### config.mk
export PLATFORM = sky130hd
export DESIGN_NAME = ups_axi4l_regs
export DESIGN_NICKNAME = d
export VERILOG_FILES = /design/src/rtl/ups_axi4l_regs.sv
export SDC_FILE = /design/constraint.sdc
export NUM_CORES = 1
export LEC_CHECK = 0
export ABC_AREA = 1
export CORE_ASPECT_RATIO = 0.7
export CORE_MARGIN = 2
export CORE_UTILIZATION = 45
export DETAILED_ROUTE_END_ITERATION = 8
export HOLD_SLACK_MARGIN = 0.15
export PLACE_DENSITY = 0.83
export SLEW_MARGIN = 20
export SYNTH_ARGS = -nofsm -noshare
export SYNTH_HDL_FRONTEND = slang
export SYNTH_SLANG_ARGS = --single-unit
### constraint.sdc
create_clock -name fclk -period 1.7 [get_ports fclk]
set_input_delay 0.51 -clock fclk [delete_from_list [all_inputs] [get_ports fclk]]
set_output_delay 0.51 -clock fclk [all_outputs]
set_load 0.005 [all_outputs]
### src/rtl/ups_axi4l_regs.sv
// AXI4-Lite register block: control/period/width/trigger registers, a sampled
// status word and a read-only version word. Write and read channels run independently.
module ups_axi4l_regs #(
  parameter logic [31:0] VERSION = 32'h0001_0000
) (
  input  logic        fclk,
  input  logic        rst_n,
  input  logic [31:0] ca4l_awaddr,
  input  logic [2:0]  ca4l_awprot,
  input  logic        ca4l_awvalid,
  output logic        ca4l_awready,
  input  logic [31:0] ca4l_wdata,
  input  logic [3:0]  ca4l_wstrb,
  input  logic        ca4l_wvalid,
  output logic        ca4l_wready,
  output logic [1:0]  ca4l_bresp,
  output logic        ca4l_bvalid,
  input  logic        ca4l_bready,
  input  logic [31:0] ca4l_araddr,
  input  logic [2:0]  ca4l_arprot,
  input  logic        ca4l_arvalid,
  output logic        ca4l_arready,
  output logic [31:0] ca4l_rdata,
  output logic [1:0]  ca4l_rresp,
  output logic        ca4l_rvalid,
  input  logic        ca4l_rready,
  output logic [3:0]  ctrl,
  output logic [31:0] period,
  output logic [31:0] width,
  output logic        trig,
  output logic        trig_pulse,
  input  logic [31:0] status
);

  localparam logic [1:0] RESP_OKAY   = 2'b00;
  localparam logic [1:0] RESP_SLVERR = 2'b10;

  localparam logic [5:0] OFF_CTRL    = 6'h00;
  localparam logic [5:0] OFF_PERIOD  = 6'h01;
  localparam logic [5:0] OFF_WIDTH   = 6'h02;
  localparam logic [5:0] OFF_TRIG    = 6'h03;
  localparam logic [5:0] OFF_STATUS  = 6'h04;
  localparam logic [5:0] OFF_VERSION = 6'h05;

  function automatic logic [31:0] byte_merge(input logic [31:0] cur,
                                             input logic [31:0] nxt,
                                             input logic [3:0]  strb);
    logic [31:0] res;
    res = cur;
    for (int b = 0; b < 4; b++) begin
      if (strb[b]) res[8*b +: 8] = nxt[8*b +: 8];
    end
    return res;
  endfunction

  logic        aw_held;
  logic [5:0]  aw_off;
  logic        w_held;
  logic [31:0] w_data;
  logic [3:0]  w_strb;
  logic        bvalid_q;
  logic [1:0]  bresp_q;

  logic [3:0]  ctrl_q;
  logic [31:0] period_q;
  logic [31:0] width_q;
  logic        trig_q;
  logic        trig_d;
  logic        pulse_q;
  logic [31:0] status_q;

  logic        rvalid_q;
  logic [31:0] rdata_q;
  logic [1:0]  rresp_q;
  logic [31:0] rd_data;
  logic [1:0]  rd_resp;

  logic aw_hs;
  logic w_hs;
  logic ar_hs;
  logic commit;
  logic unused_inputs;

  // Only addr[7:2] selects a register; the rest of the address and prot are don't-care.
  assign unused_inputs = ^{ca4l_awaddr[31:8], ca4l_awaddr[1:0], ca4l_awprot,
                           ca4l_araddr[31:8], ca4l_araddr[1:0], ca4l_arprot};

  assign ca4l_awready = rst_n & ~aw_held & ~bvalid_q;
  assign ca4l_wready  = rst_n & ~w_held  & ~bvalid_q;
  assign ca4l_arready = rst_n & ~rvalid_q;

  assign aw_hs  = ca4l_awvalid & ca4l_awready;
  assign w_hs   = ca4l_wvalid  & ca4l_wready;
  assign ar_hs  = ca4l_arvalid & ca4l_arready;
  // Holds are only accepted while bvalid is low, so both held implies no response pending.
  assign commit = aw_held & w_held;

  always_ff @(posedge fclk or negedge rst_n) begin
    if (!rst_n) begin
      aw_held  <= 1'b0;
      aw_off   <= '0;
      w_held   <= 1'b0;
      w_data   <= '0;
      w_strb   <= '0;
      bvalid_q <= 1'b0;
      bresp_q  <= RESP_OKAY;
    end else begin
      if (aw_hs) begin
        aw_held <= 1'b1;
        aw_off  <= ca4l_awaddr[7:2];
      end
      if (w_hs) begin
        w_held <= 1'b1;
        w_data <= ca4l_wdata;
        w_strb <= ca4l_wstrb;
      end
      if (commit) begin
        aw_held  <= 1'b0;
        w_held   <= 1'b0;
        bvalid_q <= 1'b1;
        bresp_q  <= (aw_off <= OFF_TRIG) ? RESP_OKAY : RESP_SLVERR;
      end else if (bvalid_q && ca4l_bready) begin
        bvalid_q <= 1'b0;
      end
    end
  end

  always_ff @(posedge fclk or negedge rst_n) begin
    if (!rst_n) begin
      ctrl_q   <= '0;
      period_q <= '0;
      width_q  <= '0;
      trig_q   <= 1'b0;
      trig_d   <= 1'b0;
      pulse_q  <= 1'b0;
      status_q <= '0;
    end else begin
      status_q <= status;
      trig_d   <= trig_q;
      pulse_q  <= trig_q & ~trig_d;
      if (commit) begin
        case (aw_off)
          OFF_CTRL:   if (w_strb[0]) ctrl_q <= w_data[3:0];
          OFF_PERIOD: period_q <= byte_merge(period_q, w_data, w_strb);
          OFF_WIDTH:  width_q  <= byte_merge(width_q, w_data, w_strb);
          OFF_TRIG:   if (w_strb[0]) trig_q <= w_data[0];
          default:    ;
        endcase
      end
    end
  end

  always_comb begin
    rd_data = '0;
    rd_resp = RESP_OKAY;
    case (ca4l_araddr[7:2])
      OFF_CTRL:    rd_data = {28'd0, ctrl_q};
      OFF_PERIOD:  rd_data = period_q;
      OFF_WIDTH:   rd_data = width_q;
      OFF_TRIG:    rd_data = {31'd0, trig_q};
      OFF_STATUS:  rd_data = status_q;
      OFF_VERSION: rd_data = VERSION;
      default:     rd_resp = RESP_SLVERR;
    endcase
  end

  // Read captures register state before any write committing on the same edge.
  always_ff @(posedge fclk or negedge rst_n) begin
    if (!rst_n) begin
      rvalid_q <= 1'b0;
      rdata_q  <= '0;
      rresp_q  <= RESP_OKAY;
    end else if (ar_hs) begin
      rvalid_q <= 1'b1;
      rdata_q  <= rd_data;
      rresp_q  <= rd_resp;
    end else if (rvalid_q && ca4l_rready) begin
      rvalid_q <= 1'b0;
    end
  end

  assign ca4l_bvalid = bvalid_q;
  assign ca4l_bresp  = bresp_q;
  assign ca4l_rvalid = rvalid_q;
  assign ca4l_rdata  = rdata_q;
  assign ca4l_rresp  = rresp_q;
  assign ctrl        = ctrl_q;
  assign period      = period_q;
  assign width       = width_q;
  assign trig        = trig_q;
  assign trig_pulse  = pulse_q;

endmodule

==> results.md <==
Cells and area:
- In the final layout, the multi-input gates occupy 2270 um^2.
- Cells fill 69.0% of the core in the end.
- The share of layout cells above drive strength 1 is 15.0%.
- The footprint of the flip-flops and latches is around 4600 um^2.
- The final-layout fill cell count is between 1000 and 1500.
- The most common cell after layout, fill and taps aside is sky130_fd_sc_hd__nand2_1.
- Leaving out fill and tap cells, the most frequent cells in the layout are 274 x sky130_fd_sc_hd__nand2_1, 183 x sky130_fd_sc_hd__dfrtp_1, 105 x sky130_fd_sc_hd__dlygate4sd2_1, 93 x sky130_fd_sc_hd__buf_4, 82 x sky130_fd_sc_hd__clkdlybuf4s50_1.
- The area growth from synthesis to layout is 49.1%.
- The repair_antennas step left the layout with diodes totalling 0.
- The layout net count is 1224.

GRT:
- The largest net degree at the start of global routing is 97.
- The first global-routing pass estimated 33400 um of wire.
- The via count of the first global-routing pass was about 6400.
- In the global route stage, overall resource usage came out at 25.7%.
- The total overflow left after global routing is 0.
- The initial antenna violation count is 0.

Critical path:
- The critical path in this run is classified as reg -> out.
- STA puts the critical path data arrival time at 1.21 ns.
- STA classifies the critical path startpoint as a register.
- For the worst setup path, the data required time is 1.19 ns.
- Along the worst path, the maximum fanout reaches 2.
- The category of the worst setup path capture point is an output port.

Detailed routing:
- The amount of wire on met2 after detailed routing is 10400 um.
- The via count is between 6000 and 7000.
- The number of remaining DRC errors is 0.
- The first detailed-routing pass ran for 5 iterations.
- The post-detailed-routing wire length is 21800 um.
- The violation count after the first detailed-routing iteration is approximately 530.
- The met3 wire length is 1700 um.
- The detailed-route vias per instance is 5.07.
- For this block, wires on met1 add up to 9280 um.
- The remaining number of nets flagged by the antenna check after routing is 0.
- The highest metal layer with signal wires is met4.
- After detailed routing, the average wire length per cell comes to 16.8 um.

Floorplan:
- Pin placement for this block handled 256 I/O pins.
- The die covers around 17000 um^2.
- The area inside the core boundary is 15500 um^2.
- The total number of placement rows is 38.
- The die is 155 um wide.
- The floorplan step set the die height to 110 um.
- Once the floorplan was initialized, standard cells occupied a little under half of the core.

Yosys:
- In the synthesized netlist the dominant register cell turns out to be sky130_fd_sc_hd__dfrtp_1.
- The synthesis-stage register bit count is 183.
- The cell count after synthesis came out at about 790.
- The share of async-settable or async-resettable flops after synthesis is 100%.
- After synthesis, the largest area contributor takes up 63.7% of total cell area.
- In this run the cell area of the synthesized design comes to 7190 um^2.
- The synthesized design spends more area on one cell type than any other, namely sky130_fd_sc_hd__dfrtp_1.
- For this run, the register share of the synthesized area comes to 63.7%.
- Counting flops with a built-in enable in the synthesized netlist gives 0.
- By area the synthesized netlist is led by sky130_fd_sc_hd__dfrtp_1 64%, sky130_fd_sc_hd__nand2_1 14%, sky130_fd_sc_hd__o21ai_0 4.5%.
- The average size of a mapped cell is between 9 and 10 um^2.
- The synthesis warning total is 0.
- The number of distinct library cells after synthesis is 25.

CTS:
- Clock-pin slew was measured on the worst setup and hold paths at about 0.070 ns.
- The number of hold buffers added after CTS was 0.
- The clock latency on the worst-skew pair is 0.41 ns.
- The tree is rooted in a sky130_fd_sc_hd__clkbuf_16.
- The H-tree depth is 4.
- The number of clock buffers inserted by TritonCTS is 17.
- TritonCTS built the clock tree.
- The maximum clock path buffer count is 2.
- The number of sinks handled by clock tree synthesis is ~180.

Timing:
- Setup repair after global routing could not meet its margin everywhere.
- The number of pins with negative max-slew slack in the final report is 0.
- For the final database, setup skew stands at 0.0126 ns.
- The worst max-slew margin expressed relative to the limit is 61.9%.
- Static timing analysis puts the maximum clock frequency at around 580 MHz.
- The worst-case setup margin in the final layout is -0.0209 ns.
- The number of hold-slack violations in the final timing report is 0.
- The actual transition at the worst max-transition pin is 0.572 ns.
- The final-report setup violation count is 2.
- The share of the clock period used by the worst path after layout is 101%.
- The total negative setup slack is -0.0302 ns.
- The shortest clock period the worst path allows after layout is 1.72 ns.

Placement:
- In this run the tool buffered the top-level ports with 195 buffer cells.
- Summed over all nets, the half-perimeter wirelength after detailed placement is 13500 um.
- The routability congestion estimate is 0.851.
- The worst slack at placement is -0.339 ns.

Power and ir drop:
- Dividing total power by cell area gives a power density of 1250 nW/um^2.
- The worst-case vdd ir drop is 0.725 mV.
- The static leakage is about 5.7 nW.

Outcome:
- The flow ran to the end, but the final reports show violations.
- The final reports fail on setup timing.

Min path:
- In this run the worst hold path is classified as in -> async.

Run:
- The number of max-capacitance violations reported is 0.
[routing by layer]
layer | track usage, % | vias to the layer above
met2 | 42.7 | 303
met4 | 7.08 | 0
met3 | 5.95 | 30
met5 | 0 | -
met1 | 34.6 | 3144
li1 | - | 3069
[flip-flops by register name (all words and copies together) (netlist names)]
name,count
ca4l_rdata,32
period,32
status_q,32
w_data,32
width,32
aw_off,6
ctrl,4
w_strb,4
aw_held,1
ca4l_bresp,1
ca4l_bvalid,1
ca4l_rresp,1
ca4l_rvalid,1
trig,1
trig_d,1
trig_pulse,1
w_held,1
[worst max-delay path, cell delays in order, from the launching register on]
cell	delay (ns)
sky130_fd_sc_hd__dfrtp_1	0.39
sky130_fd_sc_hd__buf_4	0.15
sky130_fd_sc_hd__nor3_4	0.12
sky130_fd_sc_hd__buf_2	0.14
[worst paths after layout]
kind | slack (ns) | start | to | cells past startpoint
worst max-delay path | -0.02 | ca4l_bvalid$_DFFE_PN0P_ | ca4l_awready | 3
worst min-delay path | 0.22 | rst_n | w_strb[1]$_DFFE_PN0P_ | 2
worst max register to register | 0.16 | ca4l_rvalid$_DFFE_PN0P_ | ca4l_rdata[28]$_DFFE_PN0P_ | 9
worst min register to register | 0.40 | trig_d$_DFF_PN0_ | trig_pulse$_DFF_PN0_ | 1
max in group asynchronous | 0.48 | rst_n | ca4l_rdata[6]$_DFFE_PN0P_ | 3
min in group fclk | 0.40 | trig_d$_DFF_PN0_ | trig_pulse$_DFF_PN0_ | 1
[synth_stat cells, types with 3 or more instances]
cell and count:
sky130_fd_sc_hd__nor2_4 4, sky130_fd_sc_hd__buf_4 4, sky130_fd_sc_hd__buf_6 4, sky130_fd_sc_hd__nor2_1 63, sky130_fd_sc_hd__buf_2 10, sky130_fd_sc_hd__nand2_1 275, sky130_fd_sc_hd__dfrtp_1 183, sky130_fd_sc_hd__nand2_2 3
sky130_fd_sc_hd__o21ai_0 65, sky130_fd_sc_hd__clkbuf_1 11, sky130_fd_sc_hd__nand4_1 6, sky130_fd_sc_hd__nor3_1 3, sky130_fd_sc_hd__inv_1 58, sky130_fd_sc_hd__o21ai_1 8, sky130_fd_sc_hd__a21oi_1 41, sky130_fd_sc_hd__nand3_1 39
[metrics by stage]
stage | cell area (um^2) | hold WS, ns | instances | power (mW)
2_1_floorplan | 7200 | 0.214 | 789 | 7.09
4_1_cts | 10600 | 0.214 | 1287 | 13.4
3_3_place_gp | 9620 | 0.383 | 1193 | 8.86
6_report | 10700 | 0.217 | 1292 | 13.5
5_1_grt | 10700 | 0.243 | 1292 | 14.2
3_5_place_dp | 9620 | 0.400 | 1193 | 9.00
[report_power, final]
part / internal [mW] / switching [mW] / total [mW]
clock: 2.52 / 1.70 / 4.22
sequential: 5.35 / 0.514 / 5.86
combinational: 1.67 / 1.70 / 3.37
[cell type report]
type | count | share of cell area, %
clock inverters | 13 | 1.76
clock buffers | 19 | 4.13
flip-flops and latches | 183 | 42.7
inverters | 60 | 2.15
well taps | 200 | 2.33
repair buffers | 301 | 25.8
multi-input cells | 516 | 21.1
[kinds of logic (layout without fill, tap and decap cells)]
| kind of cell | Yosys count | count (layout) | synth area share (%) |
|---|---|---|---|
| AO/OA/AOI/OAI | 115 | 115 | 8.04 |
| buffers and inverters | 90 | 393 | 5.51 |
| flip-flops | 183 | 183 | 63.7 |
| AND/OR/NAND/NOR | 398 | 398 | 22.6 |
| other | 1 | 2 | 0.0521 |
| multiplexers | 1 | 1 | 0.157 |
[timing repair]
action	CTS	global route
endpoints found under the setup margin	109	44
resized for setup	128	8
pin swaps	3	3
setup buffers	62	2
cloned	0	3
Note: power is estimated with default switching activity, not from simulation.
